## config.mk

```make
export PLATFORM = sky130hd
export DESIGN_NAME = mc_control
export DESIGN_NICKNAME = d
export VERILOG_FILES = /design/src/rtl/mips_defs.sv /design/src/rtl/alu_op_decode.sv /design/src/rtl/mc_control.sv
export SDC_FILE = /design/constraint.sdc
export NUM_CORES = 1
export LEC_CHECK = 0
export BUFFER_PORTS_ARGS = -buffer_cell sky130_fd_sc_hd__buf_2
export CORE_MARGIN = 2
export CORE_UTILIZATION = 35
export DETAILED_ROUTE_END_ITERATION = 8
export GPL_TIMING_DRIVEN = 0
export PLACE_DENSITY_LB_ADDON = 0.1
export SLEW_MARGIN = 40
export SYNTH_ARGS = -nofsm -noshare
export SYNTH_HDL_FRONTEND = slang
export SYNTH_HIERARCHICAL = 1
export SYNTH_SLANG_ARGS = --single-unit
```

## constraint.sdc

```tcl
create_clock -name clk -period 2.06 [get_ports clk]
set_input_delay 0.309 -clock clk [delete_from_list [all_inputs] [get_ports clk]]
set_output_delay 0.309 -clock clk [all_outputs]
set_load 0.01 [all_outputs]
```

## src/rtl/mips_defs.sv

```systemverilog
// mips_defs: shared state, opcode, ALU op and alu_src_b encodings for the multicycle MIPS control.
package mips_defs;
   typedef enum logic [3:0] {
      S_FETCH    = 4'd0,
      S_DECODE   = 4'd1,
      S_EXEC_R   = 4'd2,
      S_EXEC_I   = 4'd3,
      S_MEM_ADDR = 4'd4,
      S_MEM_RD   = 4'd5,
      S_MEM_WR   = 4'd6,
      S_WB_ALU   = 4'd7,
      S_WB_MEM   = 4'd8,
      S_BRANCH   = 4'd9,
      S_HALT     = 4'd10
   } state_t;
   localparam logic [3:0] OP_ADD  = 4'b0000;
   localparam logic [3:0] OP_SUB  = 4'b0001;
   localparam logic [3:0] OP_AND  = 4'b0010;
   localparam logic [3:0] OP_OR   = 4'b0011;
   localparam logic [3:0] OP_NOR  = 4'b0100;
   localparam logic [3:0] OP_SLT  = 4'b0101;
   localparam logic [3:0] OP_ADDI = 4'b0110;
   localparam logic [3:0] OP_LW   = 4'b0111;
   localparam logic [3:0] OP_SW   = 4'b1000;
   localparam logic [3:0] OP_BEQ  = 4'b1001;
   localparam logic [3:0] OP_BNE  = 4'b1010;
   localparam logic [3:0] ALU_AND = 4'b0000;
   localparam logic [3:0] ALU_OR  = 4'b0001;
   localparam logic [3:0] ALU_ADD = 4'b0010;
   localparam logic [3:0] ALU_SUB = 4'b0110;
   localparam logic [3:0] ALU_SLT = 4'b0111;
   localparam logic [3:0] ALU_NOR = 4'b1100;
   localparam logic [1:0] SRC_B_REG = 2'b00;
   localparam logic [1:0] SRC_B_ONE = 2'b01;
   localparam logic [1:0] SRC_B_IMM = 2'b11;
   function automatic logic is_rtype(input logic [3:0] op);
      return op <= OP_SLT;
   endfunction
endpackage

```

## src/rtl/alu_op_decode.sv

```systemverilog
// alu_op_decode: maps an R-type opcode to its ALU op; anything else gives AND (0000).
module alu_op_decode
   import mips_defs::*;
(
   input  logic [3:0] opcode,
   output logic [3:0] alu_op
);
   always_comb begin
      case (opcode)
         OP_ADD:  alu_op = ALU_ADD;
         OP_SUB:  alu_op = ALU_SUB;
         OP_AND:  alu_op = ALU_AND;
         OP_OR:   alu_op = ALU_OR;
         OP_NOR:  alu_op = ALU_NOR;
         OP_SLT:  alu_op = ALU_SLT;
         default: alu_op = 4'b0000;
      endcase
   end
endmodule

```

## src/rtl/mc_control.sv

```systemverilog
// mc_control: multicycle fetch/decode/execute/memory/writeback sequencer for the 16-bit MIPS datapath.
module mc_control
   import mips_defs::*;
#(
   parameter logic [1:0] PC_INC_SEL = 2'b01
)(
   input  logic       clk,
   input  logic       rst,
   input  logic [3:0] opcode,
   input  logic       zero,
   input  logic       mem_ready,
   output logic       pc_write,
   output logic       pc_src,
   output logic       ir_write,
   output logic       mem_read,
   output logic       mem_write,
   output logic       i_or_d,
   output logic       reg_write,
   output logic       reg_dst,
   output logic       mem_to_reg,
   output logic       alu_src_a,
   output logic [1:0] alu_src_b,
   output logic [3:0] alu_op,
   output logic       halted
);
   state_t state, state_nxt;
   logic [3:0] r_op;

   alu_op_decode u_dec (.opcode(opcode), .alu_op(r_op));

   always_ff @(posedge clk)
      state <= rst ? S_FETCH : state_nxt;

   always_comb begin
      state_nxt = state;
      case (state)
         S_FETCH:    state_nxt = mem_ready ? S_DECODE : S_FETCH;
         S_DECODE:   state_nxt = is_rtype(opcode) ? S_EXEC_R :
                                 opcode == OP_ADDI ? S_EXEC_I :
                                 (opcode == OP_LW || opcode == OP_SW) ? S_MEM_ADDR :
                                 (opcode == OP_BEQ || opcode == OP_BNE) ? S_BRANCH : S_HALT;
         S_EXEC_R:   state_nxt = S_WB_ALU;
         S_EXEC_I:   state_nxt = S_WB_ALU;
         S_MEM_ADDR: state_nxt = opcode == OP_LW ? S_MEM_RD : S_MEM_WR;
         S_MEM_RD:   state_nxt = mem_ready ? S_WB_MEM : S_MEM_RD;
         S_MEM_WR:   state_nxt = mem_ready ? S_FETCH : S_MEM_WR;
         S_WB_ALU:   state_nxt = S_FETCH;
         S_WB_MEM:   state_nxt = S_FETCH;
         S_BRANCH:   state_nxt = S_FETCH;
         S_HALT:     state_nxt = S_HALT;
         default:    state_nxt = S_FETCH;
      endcase
   end

   // Outputs decode the registered state; rst masks everything so no write leaks during reset.
   always_comb begin
      pc_write   = 1'b0;
      pc_src     = 1'b0;
      ir_write   = 1'b0;
      mem_read   = 1'b0;
      mem_write  = 1'b0;
      i_or_d     = 1'b0;
      reg_write  = 1'b0;
      reg_dst    = 1'b0;
      mem_to_reg = 1'b0;
      alu_src_a  = 1'b0;
      alu_src_b  = 2'b00;
      alu_op     = 4'b0000;
      halted     = 1'b0;
      if (!rst) begin
         case (state)
            S_FETCH: begin
               mem_read  = 1'b1;
               ir_write  = mem_ready;
               pc_write  = mem_ready;
               alu_src_b = PC_INC_SEL;
               alu_op    = ALU_ADD;
            end
            S_DECODE: begin
               alu_src_b = SRC_B_IMM;
               alu_op    = ALU_ADD;
            end
            S_EXEC_R: begin
               alu_src_a = 1'b1;
               alu_src_b = SRC_B_REG;
               alu_op    = r_op;
            end
            S_EXEC_I, S_MEM_ADDR: begin
               alu_src_a = 1'b1;
               alu_src_b = SRC_B_IMM;
               alu_op    = ALU_ADD;
            end
            S_MEM_RD: begin
               mem_read = 1'b1;
               i_or_d   = 1'b1;
            end
            S_MEM_WR: begin
               mem_write = 1'b1;
               i_or_d    = 1'b1;
            end
            S_WB_ALU: begin
               reg_write = 1'b1;
               reg_dst   = is_rtype(opcode);
            end
            S_WB_MEM: begin
               reg_write  = 1'b1;
               mem_to_reg = 1'b1;
            end
            S_BRANCH: begin
               alu_src_a = 1'b1;
               alu_src_b = SRC_B_REG;
               alu_op    = ALU_SUB;
               pc_src    = 1'b1;
               pc_write  = opcode == OP_BEQ ? zero : ~zero;
            end
            S_HALT:  halted = 1'b1;
            default: halted = 1'b0;
         endcase
      end
   end
endmodule

```

==> reports/qor.yml, run 1 <==
layout:
  largest_register: "state"
  antenna_cells: 0
  nets: 134
  fillCellCount: 204
  largest_register_ffs: 4
  drive_above_1_share_pct: 32.3
  fin_util_pct: 45.2
  areaGrowthSynthToFinish_pct: 24.9
  reg_top3: "state: 4 flops"
status:
  status: "finished, final reports clean"
clocking:
  cts_setup_buffers: 0
  htree_levels: 1
  cts_made_buffers: 3
  cts.sinks: 4
  insertion_delay_ns: 0.23
  hold_buffers: 0
  clockRootBuffer: "clkbuf_4"
  cts_tree: "done"
  post_cts_resized: 0
  path_clk_slew_ns: 0.04
  cts.path.max_buffers: 2
global_routing:
  grt_pass1_wl_um: 3070
  antenna_found_initial: 0
  grt_max_degree: 12
  use_met3_pct: 2.78
  grt-busiest-layer: "met2"
  track_usage_pct: 16.1
  overflow: 0
  grt_use_met2_pct: 25.7
  grtUsageMet1_pct: 23.5
  grt_pass1_vias: 670
sta:
  tns_ns: 0
  skew_ns: 0.00315
  setup_viol: 0
  worst_pin_slew_ns: 0.338
  rsz0062_at_grt: "false"
  relSlewSlack_pct: 76.9
  period_needed_ns: 1.95
  slew_violations: 0
  holdWs_ns: 0.481
  finalHoldViolCount: 0
  finalCritPeriodShare_pct: 94.5
  fmax_ghz: 0.514
floorplanning:
  coreArea_um2: 1900
  start_util_pct: 36.2
  fp-row-count: 16
  boundaryPins: 25
  die-area_um2: 2340
  die_height_um: 48.3
  dieWidth_um: 48.3
drt:
  drc: 0
  drtIter0Drc: 17
  viasPerCell: 5.38
  drt_wl_total_um: 1890
  final_antenna_net_count: 0
  vias: 812
  drt_first_pass_iters: 4
  wl_per_cell_um: 12.5
yosys:
  netlist_instances: 98
  syn_area_um2: 688
  ys.flop_type: "dfxtp_1"
  netlist_top_cells_count: "13 x a21oi_1, 10 x nor2_1, 7 x nor3_1"
  ys_top_cells_by_area: "dfxtp_1 12%, a21oi_1 9.5%, buf_6 6.5%"
  ys_types: 41
  synth_edf_count: 0
  synth_largest_area_cell: "dfxtp_1"
  yosys_warnings: 6
  async_reset_ff_share_pct: 0
  syn_nets: 106
  yosysMostFrequentCell: "a21oi_1"
  ys_ff_latch: 4
  yosysSeqAreaShare_pct: 11.6
  synth_top_area_share_pct: 11.6
  synth_area_per_cell_um2: 7.02
worst_setup_path:
  ff2ff_setup_slack_ns: 0.79
  r2r.worst_path.cells: 4
  worstPathArrival_ns: 1.64
  worstReg2RegStart: "state[0]$_SDFF_PP0_"
  reg2reg_to: "state[1]$_SDFF_PP0_"
  crit_path_end_kind: "primary output"
  cp_max_fo: 10
  critPathCapture: "reg_dst"
  crit_type: "flop to primary output"
  startpoint: "state[1]$_SDFF_PP0_"
  cp.required_ns: 1.75
  critPathLaunchType: "flop"
place:
  dp_hpwl_um: 1390
  place_congestion: 0.769
  portBuffers: 23
power_and_ir_drop:
  p_leak_nw: 0.367
  pwr_density_cell_nw_per_um2: 1050
  vdd_drop_max_mv: 0.404
min_path:
  hp-class: "input port to flop"
run:
  drv_cap: 0
-- cells in the final DEF (no fill, tap or decap), types with 2 or more instances in the layout --
cell type | synthesis | routed
a21oi_1 | 13 | 13
and2_1 | 2 | 2
buf_2 | 2 | 25
buf_6 | 4 | 4
clkbuf_4 | 0 | 3
dfxtp_1 | 4 | 4
inv_1 | 2 | 2
nand2_1 | 6 | 6
nand2b_1 | 3 | 3
nand2b_2 | 2 | 2
nor2_1 | 10 | 10
nor2b_1 | 2 | 2
nor3_1 | 7 | 7
nor3_2 | 2 | 2
nor3b_1 | 4 | 4
o21ai_0 | 6 | 6
o21bai_1 | 2 | 2
xnor2_1 | 3 | 3
-- report_power, final --
part           internal (W)  switching (W)   total, W
Clock             0.0000650      0.0000292  0.0000941
Combinational      0.000279       0.000376   0.000655
Sequential         0.000110      0.0000462   0.000156
-- how the worst min path moves through the flow --
stage,start,to,slack (ns),cells after the start
floorplan,mem_ready,state[3]$_SDFF_PP0_,0.49,2
global placement,state[3]$_SDFF_PP0_,state[2]$_SDFF_PP0_,0.69,3
detailed placement,state[3]$_SDFF_PP0_,state[2]$_SDFF_PP0_,0.69,3
CTS,opcode[3],state[3]$_SDFF_PP0_,0.47,3
global route,opcode[3],state[3]$_SDFF_PP0_,0.47,3
finish,opcode[3],state[3]$_SDFF_PP0_,0.48,3
-- critical path: stages, from the launching register on --
cell       delay, ns
dfxtp_1         0.44
buf_2           0.26
nand2_1         0.11
a2111oi_1       0.39
buf_2           0.20
-- logic make-up after synthesis --
family / after synthesis / synth area share, %
buffers and inverters: 9 / 10.2
XOR/XNOR: 3 / 3.82
flip-flops: 4 / 11.6
AND/OR/NAND/NOR: 51 / 46.5
AO/OA/AOI/OAI: 31 / 27.8
-- per-stage QoR --
step / instance area (um^2) / worst slack (ns) / std cells / total power (W)
final: 860 / 0.114 / 151 / 0.000905
after global routing: 860 / 0.0336 / 151 / 0.000992
after CTS: 860 / 0.117 / 151 / 0.000915
after detailed placement: 837 / 0.380 / 148 / 0.000812
after global placement: 837 / 0.375 / 148 / 0.000811
after floorplan: 688 / 0.477 / 98 / 0.000637
-- metal layers --
layer,part of all wire (%),up-vias
li1,-,411
met4,0,0
met3,5.0,0
met2,45,31
met1,50,370
met5,0,-
-- final cells by class --
cell class                      instances  area [um^2]  area share, %
Multi-Input combinational cell         85          538           62.6
Timing Repair Buffer                   23          115           13.4
Sequential cell                         4         80.1           9.32
Buffer                                  7         62.6           7.28
Tap cell                               27         33.8           3.93
Clock buffer                            3         22.5           2.62
Inverter                                2         7.51          0.873
(Power assumes the default switching activity.)
==> run 2, diff against run 1 <==
--- a/config.mk
+++ b/config.mk
@@ -6,6 +6,8 @@
 export NUM_CORES = 1
 export LEC_CHECK = 0
 export BUFFER_PORTS_ARGS = -buffer_cell sky130_fd_sc_hd__buf_2
+export CELL_PAD_IN_SITES_DETAIL_PLACEMENT = 1
+export CELL_PAD_IN_SITES_GLOBAL_PLACEMENT = 1
 export CORE_MARGIN = 2
 export CORE_UTILIZATION = 35
 export DETAILED_ROUTE_END_ITERATION = 8
==> run 2 against run 1 <==
  * Total power up 2.9%
  * Clock skew up 0.0013 ns
  * Critical path depth unchanged
  * Wire length increased by 11%
  * Non-clock buffer count is the same
  * Core utilization unchanged
  * Via count fell by 0.62%
  * Hold slack lost 0.013 ns
  * Combinational power rose by 3.1%
  * Sequential power barely moved
  * Count of clock-buffer cells in the layout did not move
  * Highest routed layer unchanged
==> reports/qor.yml, run 2 (same netlist as run 1, synthesis figures left out) <==
layout:
  antenna_cells: 0  # unchanged
  drive_above_1_share_pct: 32.3  # unchanged
  final_cell_mix: "25 x buf_2, 13 x a21oi_1, 10 x nor2_1"
  nets: 134  # unchanged
  reg_top3: "state: 4 flops"
  areaGrowthSynthToFinish_pct: 24.9  # unchanged
  largest_register_ffs: 4  # unchanged
  layout_commonest_cell: "buf_2"
  multi_input_comb_area_um2: 538  # unchanged
  finalNonFillerCells: 151  # unchanged
  fillCellCount: 257  # +26%
  largest_register: "state"
  seq_area_um2: 80.1  # unchanged
sta:
  finalHoldViolCount: 0  # unchanged
  finalCritPeriodShare_pct: 94.1  # -0.37 points
  rsz0062_at_grt: "false"
  tns_ns: 0  # unchanged
  period_needed_ns: 1.94  # -0.00771 ns
  fin_ws_ns: 0.122  # +0.00771 ns
  setup_viol: 0  # unchanged
  fmax_ghz: 0.516  # +0.40%
  holdWs_ns: 0.468  # -0.0130 ns
  worst_pin_slew_ns: 0.324  # -0.0145 ns
  relSlewSlack_pct: 77.9  # +0.99 points
  slew_violations: 0  # unchanged
  skew_ns: 0.00445  # +0.00131 ns
worst_setup_path:
  crit_chain: "buf_2 -> nand2_1 -> a2111oi_1 -> buf_2"
  crit_type: "flop to primary output"
  cp_common_cell: "buf_2"
  worstPathArrival_ns: 1.63  # about the same
  crit_path_end_kind: "primary output"
  cp.required_ns: 1.75  # about the same
  path_buf_inv: 2  # unchanged
  max_stage_delay_ns: 0.46  # +0.02 ns
  cp_top_family: "flip-flops"
  cpMaxStageDelayCell: "dfxtp_1"
  cp_max_fo: 10  # unchanged
  critPathLaunchType: "flop"
drt:
  viasPerCell: 5.34  # -0.62%
  drt_first_pass_iters: 4  # unchanged
  wl_per_cell_um: 13.9  # +11%
  drt_wl_total_um: 2100  # +11%
  drc: 0  # unchanged
  drtIter0Drc: 13  # -4
  final_antenna_net_count: 0  # unchanged
  vias: 807  # -0.62%
clocking:
  hold_buffers: 0  # unchanged
  cts.path.max_buffers: 2  # unchanged
  cts.sinks: 4  # unchanged
  cts_made_buffers: 3  # unchanged
  post_cts_resized: 0  # unchanged
  cts_tree: "done"
  clockRootBuffer: "clkbuf_4"
  path_clk_slew_ns: 0.04  # about the same
  htree_levels: 1  # unchanged
  cts_setup_buffers: 0  # unchanged
  insertion_delay_ns: 0.24  # about the same
status:
  status: "finished, final reports clean"
min_path:
  hp-class: "input port to flop"
floorplanning:
  die-area_um2: 2340  # unchanged
  fp-row-count: 16  # unchanged
  dieWidth_um: 48.3  # unchanged
  start_util_pct: 36.2  # unchanged
  die_height_um: 48.3  # unchanged
  coreArea_um2: 1900  # unchanged
  boundaryPins: 25  # unchanged
power_and_ir_drop:
  pwr_density_cell_nw_per_um2: 1080  # +2.9%
  vdd_drop_max_mv: 0.468  # +16%
  p_leak_nw: 0.367  # unchanged
global_routing:
  track_usage_pct: 18.4  # +2.3 points
  grt_pass1_vias: 748  # +12%
  grt_pass1_wl_um: 3460  # +13%
  antenna_found_initial: 0  # unchanged
  overflow: 0  # unchanged
  grt_max_degree: 12  # unchanged
place:
  dp_hpwl_um: 1580  # +13%
  dp_slack_ns: 0.389  # +0.00861 ns
  portBuffers: 23  # unchanged
  place_congestion: 0.757  # -1.7%
  placed_cells: 148  # unchanged
run:
  drv_cap: 0  # unchanged
[run 2: worst reg2reg max path: stages (launching register included)]
cell and delay (ns):
dfxtp_1 0.48, nand2b_2 0.17, nor3_1 0.23, o311ai_0 0.18, a21oi_1 0.16
[run 2: final timing paths]
check	slack, ns	to	startpoint	cells after the start
worst max-delay path	0.12	reg_dst	state[1]$_SDFF_PP0_	4
worst min register to register	0.70	state[2]$_SDFF_PP0_	state[3]$_SDFF_PP0_	3
worst min-delay path	0.47	state[3]$_SDFF_PP0_	opcode[3]	3
worst max register to register	0.76	state[3]$_SDFF_PP0_	state[0]$_SDFF_PP0_	4
[run 2: per-stage QoR]
step,utilization [%],cell area [um^2],power [W]
after global placement,44.0,837,0.000814
final,45.2,860,0.000932
after CTS,45.2,860,0.000935
after floorplan,-,688,0.000637
after global routing,45.2,860,0.00102
after detailed placement,44.0,837,0.000831
[run 2: power breakdown]
group | switching (W) | leakage [nW] | internal, W
Sequential | 0.0000480 | 0.0329 | 0.000110
Clock | 0.0000339 | 0.0138 | 0.0000653
Combinational | 0.000395 | 0.321 | 0.000280
[run 2: layout make-up]
class | count | area share, %
buffer | 7 | 7.28
clock buffer | 3 | 2.62
inverter | 2 | 0.873
multi-input combinational | 85 | 62.6
sequential | 4 | 9.32
tap | 27 | 3.93
timing repair buffer | 23 | 13.4
[run 2: metal layers]
| layer | vias up | part of all wire (%) | GRT usage, % |
|---|---|---|---|
| li1 | 412 | - | - |
| met1 | 368 | 49 | 23.8 |
| met2 | 27 | 46 | 31.7 |
| met3 | 0 | 5.3 | 4.32 |
| met4 | 0 | 0 | 2.86 |
| met5 | - | 0 | 0 |
